### src/rtl/cdb_arbiter.sv
// rtl/cdb_arbiter.sv - common data bus arbiter: one holding slot per FU, round-robin grant, registered broadcast
module cdb_arbiter #(
    parameter int TAG_W  = 5,
    parameter int DATA_W = 32
) (
    input  logic              clk_i,
    input  logic              reset_i,
    input  logic              alu_done_i,
    input  logic [TAG_W-1:0]  alu_tag_i,
    input  logic [DATA_W-1:0] alu_data_i,
    output logic              alu_stall_o,
    input  logic              mul_done_i,
    input  logic [TAG_W-1:0]  mul_tag_i,
    input  logic [DATA_W-1:0] mul_data_i,
    output logic              mul_stall_o,
    input  logic              lsu_done_i,
    input  logic [TAG_W-1:0]  lsu_tag_i,
    input  logic [DATA_W-1:0] lsu_data_i,
    output logic              lsu_stall_o,
    input  logic              flush_i,
    output logic              cdb_en_o,
    output logic [TAG_W-1:0]  cdb_tag_o,
    output logic [DATA_W-1:0] cdb_data_o,
    output logic [1:0]        cdb_src_o
);

    logic [2:0]        done;
    logic [TAG_W-1:0]  in_tag  [3];
    logic [DATA_W-1:0] in_data [3];

    logic [2:0]        hold_v_q;
    logic [TAG_W-1:0]  hold_tag_q  [3];
    logic [DATA_W-1:0] hold_data_q [3];
    logic [1:0]        rr_q, rr_d;
    logic              cdb_en_q;
    logic [TAG_W-1:0]  cdb_tag_q;
    logic [DATA_W-1:0] cdb_data_q;
    logic [1:0]        cdb_src_q;

    logic [2:0] grant, stall, accept;
    logic [1:0] win, start, idx;
    logic [2:0] sum;
    logic       found, grant_v;

    assign done       = {lsu_done_i, mul_done_i, alu_done_i};
    assign in_tag[0]  = alu_tag_i;
    assign in_tag[1]  = mul_tag_i;
    assign in_tag[2]  = lsu_tag_i;
    assign in_data[0] = alu_data_i;
    assign in_data[1] = mul_data_i;
    assign in_data[2] = lsu_data_i;

    // First held source at or after rr_q, scanning 0..2 cyclically
    always_comb begin
        start = (rr_q == 2'd3) ? 2'd0 : rr_q;
        found = 1'b0;
        win   = 2'd0;
        sum   = 3'd0;
        idx   = 2'd0;
        for (int i = 0; i < 3; i++) begin
            sum = {1'b0, start} + 3'(i);
            idx = (sum >= 3'd3) ? 2'(sum - 3'd3) : sum[1:0];
            if (!found && hold_v_q[idx]) begin
                found = 1'b1;
                win   = idx;
            end
        end
        grant_v = found & ~flush_i;
        grant   = 3'b000;
        grant[win] = grant_v;
        rr_d    = (win == 2'd2) ? 2'd0 : win + 2'd1;
    end

    // A granted slot frees this cycle, so its FU may refill on the same edge
    assign stall  = {3{reset_i}} & ({3{flush_i}} | (hold_v_q & ~grant));
    assign accept = done & ~stall;

    assign alu_stall_o = stall[0];
    assign mul_stall_o = stall[1];
    assign lsu_stall_o = stall[2];

    always_ff @(posedge clk_i or negedge reset_i) begin
        if (!reset_i) begin
            hold_v_q   <= 3'b000;
            rr_q       <= 2'd0;
            cdb_en_q   <= 1'b0;
            cdb_tag_q  <= '0;
            cdb_data_q <= '0;
            cdb_src_q  <= 2'd0;
            for (int i = 0; i < 3; i++) begin
                hold_tag_q[i]  <= '0;
                hold_data_q[i] <= '0;
            end
        end else if (flush_i) begin
            hold_v_q <= 3'b000;
            cdb_en_q <= 1'b0;
        end else begin
            for (int i = 0; i < 3; i++) begin
                if (accept[i]) begin
                    hold_v_q[i]    <= 1'b1;
                    hold_tag_q[i]  <= in_tag[i];
                    hold_data_q[i] <= in_data[i];
                end else if (grant[i]) begin
                    hold_v_q[i] <= 1'b0;
                end
            end
            cdb_en_q <= grant_v;
            if (grant_v) begin
                cdb_tag_q  <= hold_tag_q[win];
                cdb_data_q <= hold_data_q[win];
                cdb_src_q  <= win;
                rr_q       <= rr_d;
            end
        end
    end

    assign cdb_en_o   = cdb_en_q;
    assign cdb_tag_o  = cdb_tag_q;
    assign cdb_data_o = cdb_data_q;
    assign cdb_src_o  = cdb_src_q;

endmodule

### config.mk
export PLATFORM = sky130hd
export DESIGN_NAME = cdb_arbiter
export DESIGN_NICKNAME = d
export VERILOG_FILES = /design/src/rtl/cdb_arbiter.sv
export SDC_FILE = /design/constraint.sdc
export NUM_CORES = 1
export LEC_CHECK = 0
export ABC_AREA = 1
export CORE_ASPECT_RATIO = 0.6
export CORE_MARGIN = 2
export CORE_UTILIZATION = 35
export CTS_CLUSTER_SIZE = 12
export DETAILED_ROUTE_END_ITERATION = 7
export GPL_TIMING_DRIVEN = 1
export PLACE_DENSITY = 0.71
export SLEW_MARGIN = 20
export SYNTH_ARGS = -nofsm -noshare
export SYNTH_HDL_FRONTEND = slang
export SYNTH_SLANG_ARGS = --single-unit
### constraint.sdc
create_clock -name clk_i -period 6.1 [get_ports clk_i]
set_input_delay 1.22 -clock clk_i [delete_from_list [all_inputs] [get_ports clk_i]]
set_output_delay 1.22 -clock clk_i [all_outputs]
set_load 0.005 [all_outputs]
Word level (Yosys, flattened, before mapping)

Index checks and enable logic that the tools add are counted.

Register bits: 156
Bits of input ports: 117
Output and inout bits: 43
Word-level logic and storage cells: 86

Add/sub/neg operators: 6
$lt $le $gt $ge: 9
Eq/ne operators: 2
Mux-type cells: 33
Bitwise operators: 10
Reductions and logical operators: 12

Operators by type and width:

| cell                                                       | count |
|---|---|
| binary-select mux 32 bit (select 2 bit)                    | 1 |
| two-way mux 32 bit                                         | 2 |
| two-way mux 2 bit                                          | 8 |
| two-way mux 1 bit                                          | 14 |
| bitwise AND 3 bit                                          | 4 |
| less-than comparator 2 x 3 -> 1 bit, second input constant | 4 |
| binary-select mux 5 bit (select 2 bit)                     | 1 |
| two-way mux 5 bit                                          | 2 |
| nonzero test 3 bit                                         | 3 |
| AND reduction 2 bit                                        | 4 |
| binary-select mux 1 bit (select 2 bit)                     | 3 |
| >= comparator 3 x 2 -> 1 bit, second input constant        | 2 |
| NOT 3 bit                                                  | 2 |
| subtractor 2 bit, second input constant                    | 3 |
| == test 2 bit, second input constant                       | 2 |
| adder 2 x 1 -> 3 bit, second input constant                | 1 |
| adder 2 x 2 -> 3 bit, second input constant                | 1 |
| >= comparator 3 bit, second input constant                 | 1 |
| logical AND 1 bit                                          | 3 |
| two-way mux 3 bit                                          | 1 |
| NOT 2 -> 3 bit                                             | 1 |
| bitwise OR 3 bit                                           | 1 |
| adder 2 x 1 -> 2 bit, second input constant                | 1 |
| demux 1 bit (select 2 bit)                                 | 1 |
| other kinds (5)                                            | 6 |

Logic depth before layout (Yosys ltp)

Gate-level depths: netlist of run 1.

Depth in word-level cells: 26
Depth in mapped cells: 19
Mapped depth without buffers: 18

Least setup slack after synthesis of run 1

Ideal clock, no wire load.

Path kind: input to output
Start point: input port flush_i
End point: output port lsu_stall_o
Arrival time: 2.015 ns
Data required time: 4.880 ns
Path slack: 2.865 ns
Cell stages on the path: 9
Path buffers: 1
Cell sequence: inv_1 nand2_2 inv_2 nand2_1 nand2_1 nand2_1 nand2_2 buf_2 inv_1

Cells in the longest elaborated chain, start to end: 7

RTL lines:

| element                     | RTL line | RTL |
|---|---|---|
| from (decl)                 | 20       | `input logic flush_i,` |
| NOT 1 bit (no line)         | -        |  |
| bitwise AND 1 bit           | 68       | `grant_v = found & ~flush_i;` |
| bitwise AND 3 bit (no line) | -        |  |
| NOT 3 bit                   | 75       | `assign stall = {3{reset_i}} & ({3{flush_i}} \| (hold_v_q & ~grant));` |
| bitwise AND 3 bit           | 75       |  |
| bitwise OR 3 bit *          | 75       |  |
| bitwise AND 3 bit *         | 75       |  |
| to (decl)                   | 19       | `output logic lsu_stall_o,` |

Every way passes the cells marked *; elsewhere a longest branch is shown, timed or not.

Worst setup path in the final report of run 1

Start point: register rr_q[0]
End point: output port alu_stall_o

Cells in the longest elaborated chain, start to end: 22
Elaborated cells between the ends (all ways): 40
Classes of those cells: 5 x add/sub; 5 x order compare; 1 x eq/ne; 18 x mux; 6 x bitwise; 5 x reduce/logical

RTL lines:

| element                                                                       | RTL line | RTL |
|---|---|---|
| from (decl)                                                                   | 34       | `logic [1:0] rr_q, rr_d;` |
| from (signal assigned)                                                        | 112      | `rr_q <= rr_d;` |
| == test 2 bit                                                                 | 55       | `start = (rr_q == 2'd3) ? 2'd0 : rr_q;` |
| two-way mux 2 bit *                                                           | 55       |  |
| parallel branches: the longest is 15 deep, another holds adder 2 x 1 -> 3 bit | -        |  |
| bitwise AND 3 bit (no line) *                                                 | -        |  |
| NOT 3 bit *                                                                   | 75       |  |
| bitwise AND 3 bit *                                                           | 75       |  |
| bitwise OR 3 bit *                                                            | 75       |  |
| bitwise AND 3 bit *                                                           | 75       |  |
| to (decl)                                                                     | 11       | `output logic alu_stall_o,` |

Every way passes the cells marked *. The select of a mux whose other input is x is not followed.

==> impl_metrics.csv, run 1 <==
group,metric,value,unit
logic_synthesis,synthCells,791,
floorplan,io_pins,160,
outcome,status,"complete, no violations",
logic_synthesis,ys_ff_latch,156,
sta,max_freq,212,MHz
critical_path,crit_end,"alu_stall_o",
grt,grt_max_degree,94,
clock_network,cts_tree,"done",
sta,min_period_over_period,77.5,%
clock_network,root_buffer,"clkbuf_16",
sta,tightest_slew,1.10,ns
logic_synthesis,ys_warn_count,0,
clock_network,clk_pin_slew,0.06,ns
floorplan,num_rows,39,
logic_synthesis,avgSynthCellArea,8.70,sq um
floorplan,die_x,185,um
sta,slew_headroom,26.4,%
sta,rsz0062_at_grt,"false",
logic_synthesis,synth.distinct_cells,24,
critical_path,crit_start,"rr_q[0]",
logic_synthesis,yosysTopAreaCellShare,56.7,%
critical_path,worstPathArrival,3.51,ns
logic_synthesis,synth.most_common_cell,"nand2_1",
clock_network,cts_made_buffers,17,
run,drv_cap,0,
critical_path,reg2reg_from,"rr_q[0]",
clock_network,clock_path_buffers,2,
sta,hold_viol,0,
logic_synthesis,ys_top_cells_by_area,"dfrtp_1 (57%), nand2_1 (15%), nand3_1 (8.1%)",
place,dp_hpwl,13.1,mm
place,dp_slack,1.44,ns
logic_synthesis,syn_area,6880,sq um
logic_synthesis,ys_dominant_reg_cell,"dfrtp_1",
critical_path,required,4.88,ns
sta,min_period,4.73,ns
grt,grt-ovfl-total,0,
route,ant_nets,0,
logic_synthesis,syn_nets,912,
logic_synthesis,synthArstFlopShare,100,%
clock_network,cts.sinks,156,
logic_synthesis,ys_seq_area_share,56.7,%
logic_synthesis,yosys-top-cells-count,"nand2_1 (270), dfrtp_1 (156), nand3_1 (112)",
floorplan,die_area,20800,sq um
finish,syn2layout_area_growth,34.0,%
grt,antenna_found_initial,2,
critical_path,start_kind,"register",
clock_network,hold_buffers,0,
finish,postLayoutCoreUtil,48.2,%
critical_path,path_class,"reg2out",
place,place_congestion,0.801,
route,viasPerCell,5.12,
finish,nFillCells,1811,
sta,finalWorstSetupSlack,1.37,ns
route,first_pass_iters,5,
sta,setup_violations,0,
floorplan,fp.dieH,113,um
grt,grt_pass1_vias,6240,
critical_path,reg2reg_to,"hold_data_q[88]",
grt,grt_pass1_wl,34.3,mm
hold_path,hold_class,"reg2reg",
route,wl,21.8,mm
sta,finalMaxSlewViolations,0,
critical_path,critPathMaxFanout,39,
route,drc_errors,0,
clock_network,cts_setup_buffers,0,
critical_path,regToRegSetupSlack,2.20,ns
pwr,vdd_ir_drop_max,0.246,mV
finish,drive_gt1_share,7.26,%
critical_path,reg2reg_depth,17,
clock_network,htreeDepth,4,
grt,grt.total_usage,21.8,%
sta,clock_skew,0.0144,ns
route,drt_iter0_markers,362,
floorplan,initial_core_util,36.0,%
logic_synthesis,synth-edff-count,0,
finish,fin_nets,1046,
place,io_buffer_count,159,
finish,fin_cells,1206,
pwr,power_density,457,nW/um^2
critical_path,cp-end-kind,"output port",
floorplan,core_area,19100,sq um
hold_path,hold_start,"hold_data_q[50]",
route,num_vias,6176,
clock_network,worstSkewPairLatency,0.43,ns
clock_network,cts_resized,0,
route,wl_per_cell,18.1,um
pwr,p_leak,0.00437,uW
place,dp_cells,1171,
sta,final.setup.tns,0,ns
logic_synthesis,synth_area_leader_cell,"dfrtp_1",
## metal layers
| metal | wire length (um) | global-route usage [%] | up-vias |
|---|---|---|---|
| met5 | 0 | 0 | - |
| met4 | 168 | 4.87 | 0 |
| met3 | 2070 | 7.33 | 15 |
| met2 | 9370 | 31.9 | 296 |
| met1 | 10200 | 31.3 | 2985 |
| li1 | - | - | 2880 |
## critical path, stage by stage, from the launching register on
cell             delay, ns
dfrtp_1               0.37
inv_1                 0.08
ha_1                  0.38
nor2_1                0.18
nand2_1               0.07
nand2_1               0.08
nand2_1               0.05
nand2_1               0.05
nand2_1               0.06
nand2_2               0.75
nor2_4                0.02
nand2_1               0.12
nand2_1               0.10
nand2_2               0.09
nand2_4               0.06
inv_1                 0.10
clkdlybuf4s50_1       0.51
## power breakdown
group / internal [uW] / switching [uW] / leakage, uW
Clock: 621 / 418 / 0.000271
Sequential: 1340 / 180 / 0.00191
Combinational: 667 / 988 / 0.00219
## cells by family after synthesis
logic type / synth area share [%]
and+or+nand+nor: 28.1
DFF: 56.7
AOI/OAI and AO/OA: 9.04
buffers and inverters: 5.37
adders and majority gates: 0.728
## sequential cells by signal, summed over array words and instances, names as in the netlist
register and count:
hold_data_q 96, cdb_data_o 32, hold_tag_q 15, cdb_tag_o 5, hold_v_q 3, cdb_src_o 2, rr_q 2, cdb_en_o 1
## how the worst min path moves through the flow
stage	slack (ns)	cells after the start	to
floorplan	0.44	2	hold_data_q[0]
global placement	0.45	2	hold_data_q[48]
detailed placement	0.46	2	hold_data_q[57]
CTS	0.47	2	hold_data_q[31]
global route	0.49	2	hold_data_q[80]
finish	0.47	2	hold_data_q[50]
## area by class of cell
type                       instances  area [sq um]  area share [%]
timing repair buffer             168          1680            18.2
inverter                          21          78.8           0.855
tap                              266           333            3.61
antenna                            3          7.51          0.0814
clock inverter                    10           118            1.28
multi-input combinational        561          2640            28.6
clock buffer                      21           460            5.00
sequential                       156          3900            42.4
## placed cells by master (no fill, tap or decap), drive strengths merged, types with 7 or more instances in the layout
cell,netlist,layout
clkbuf,17,21
a22oi,25,25
a21oi,66,66
dfrtp,156,156
nand2,281,281
a31oi,11,11
nor2,43,43
o21ai,7,7
clkdlybuf4s50,0,158
buf,36,10
nand3,121,121
inv,21,21
## metrics by stage
stage	hold slack (ns)	instance area [sq um]	total power, uW
3_5_place_dp	0.458	8600	3180
3_3_place_gp	0.453	8600	3140
2_1_floorplan	0.442	6880	2450
5_1_grt	0.491	9210	4500
4_1_cts	0.474	9180	4230
6_report	0.470	9220	4210
(Power assumes the default switching activity.)
==> inputs of run 2 (changes only) <==
PLACE_DENSITY = 0.74   (was 0.71)
clock period = 4.3 ns   (was 6.1 ns; I/O delays follow)
==> run 2 against run 1 <==
- design area about the same
- critical path type unchanged
- cell count increased by 0.50%
- first-iteration DRC count increased by 65%
==> impl_metrics.csv, run 2 (same netlist as run 1, synthesis figures left out) <==
group,metric,value,unit
outcome,status,"complete, no violations",
clock_network,cts_setup_buffers,0,
route,wl_per_cell,18.4,um
critical_path,worstPathArrival,2.93,ns
finish,final_cell_area,9210,sq um
sta,tightest_slew,0.874,ns
critical_path,cp.buffers_inverters,4,
clock_network,clk_pin_slew,0.07,ns
grt,grt_pass1_vias,6256,
grt,grt-ovfl-total,0,
place,dp_hpwl,14.3,mm
sta,min_period_over_period,88.2,%
clock_network,root_buffer,"clkbuf_16",
floorplan,num_rows,39,
floorplan,fp.dieH,113,um
place,io_buffer_count,159,
clock_network,cts_tree,"done",
critical_path,path_class,"reg2out",
clock_network,hold_buffers,0,
sta,rsz0062_at_grt,"false",
finish,drive_gt1_share,8.05,%
sta,finalMaxSlewViolations,0,
route,num_vias,6280,
critical_path,path_delay_family,"simple AND/OR/NAND/NOR gates",
route,drt_iter0_markers,599,
clock_network,cts.sinks,156,
finish,nFillCells,1799,
critical_path,slowest_delay,0.50,ns
run,drv_cap,0,
finish,fin_nets,1052,
finish,mostFrequentLayoutCells,"nand2_1 (269), clkdlybuf4s50_1 (158), dfrtp_1 (156)",
floorplan,die_x,185,um
critical_path,slowest_stage,"clkdlybuf4s50_1",
pwr,power_density,646,nW/um^2
floorplan,io_pins,160,
floorplan,die_area,20800,sq um
critical_path,crit_chain,"inv_1 -> ha_1 -> inv_2 -> nand3_1 -> nand3_1 -> nand4_1 -> nand2_2 -> nor2_4 -> nand2_1 -> nand2_1 -> nand2_2 -> nand2_4 -> inv_1 -> clkdlybuf4s50_1",
clock_network,cts_resized,0,
clock_network,clock_path_buffers,2,
sta,clock_skew,0.0113,ns
sta,setup_violations,0,
place,place_congestion,0.814,
sta,min_period,3.79,ns
route,wl,22.3,mm
critical_path,critPathMaxFanout,10,
floorplan,core_area,19100,sq um
grt,grt_max_degree,57,
floorplan,initial_core_util,36.0,%
sta,final.setup.tns,0,ns
grt,grt.total_usage,22.1,%
critical_path,cp-end-kind,"output port",
grt,antenna_found_initial,2,
route,drc_errors,0,
place,placed_cell_area,8660,sq um
sta,max_freq,264,MHz
sta,worst_hold_slack,0.399,ns
finish,syn2layout_area_growth,33.9,%
pwr,vdd_ir_drop_max,0.386,mV
grt,grt_pass1_wl,34.8,mm
clock_network,cts_made_buffers,17,
route,first_pass_iters,5,
sta,slew_headroom,41.6,%
clock_network,htreeDepth,4,
hold_path,hold_class,"in2async",
sta,hold_viol,0,
critical_path,start_kind,"register",
clock_network,worstSkewPairLatency,0.42,ns
finish,largest_reg_flops,96,
route,ant_nets,0,
critical_path,required,3.44,ns
finish,largest-register,"hold_data_q",
pwr,p_leak,0.00439,uW
route,viasPerCell,5.18,
finish,layout_commonest_cell,"nand2_1",
-- run 2: changes by cell type in the layout (fill, tap and decap cells not counted), sizes merged, moves of 2 or more --
cell	before	now
buf	10	16
inv	21	27
clkinvlp	4	2
bufinv	2	0
clkbuf	21	19
-- run 2: path summary, 6_finish.rpt --
path / start / end / slack (ns) / cells after the start
max in group asynchronous: reset_i / cdb_data_o[5] / 2.09 / 3
hold reg to reg: hold_data_q[88] / hold_data_q[88] / 0.47 / 2
min in group clk_i: hold_data_q[88] / hold_data_q[88] / 0.47 / 2
setup reg to reg: rr_q[0] / hold_tag_q[13] / 0.98 / 15
hold / removal: reset_i / hold_data_q[59] / 0.40 / 1
setup / recovery: rr_q[0] / alu_stall_o / 0.51 / 14
-- run 2: stage by stage --
| step | setup slack [ns] | utilization, % | power (uW) | std cells |
|---|---|---|---|---|
| after global routing | 0.299 | 48.1 | 6330 | 1210 |
| after global placement | 0.806 | 45.3 | 4490 | 1178 |
| after CTS | 0.501 | 48.1 | 5970 | 1210 |
| final | 0.508 | 48.2 | 5950 | 1212 |
| after floorplan | 1.62 | - | 3480 | 791 |
| after detailed placement | 0.748 | 45.3 | 4540 | 1178 |
-- run 2: area by class of cell --
class                   count  area, sq um  share of cell area, %
diodes                      2         5.00                 0.0543
clock buffers              19          443                   4.81
clock inverters            13          109                   1.18
inverters                  21         78.8                  0.856
multi-input cells         561         2640                   28.6
flip-flops and latches    156         3900                   42.4
well taps                 266          333                   3.61
repair buffers            174         1710                   18.5
-- run 2: routing by layer --
layer  share of wire [%]  global-route usage [%]  vias up
li1                    -                       -     2892
met4                0.38                    3.97        0
met1                  49                    32.9     3101
met2                  42                    32.5      280
met3                 8.5                    5.97        7
met5                   0                       0        -
-- run 2: worst register-to-register path: stages, from the launching register on --
cell     delay [ns]
dfrtp_1        0.37
inv_1          0.08
ha_1           0.38
o21ai_1        0.19
nand3_1        0.16
nand4_1        0.14
nand2_2        0.19
nor2_4         0.16
nand2_1        0.09
nand2_1        0.10
nand2_2        0.07
nand2_4        0.06
buf_4          0.46
nand2_4        0.48
nand2_1        0.20
nand2_1        0.07
-- run 2: power breakdown --
group | switching [uW] | total [uW] | internal (uW) | leakage [uW]
Clock | 642 | 1410 | 770 | 0.000269
Sequential | 258 | 2150 | 1900 | 0.00191
Combinational | 1420 | 2390 | 966 | 0.00221
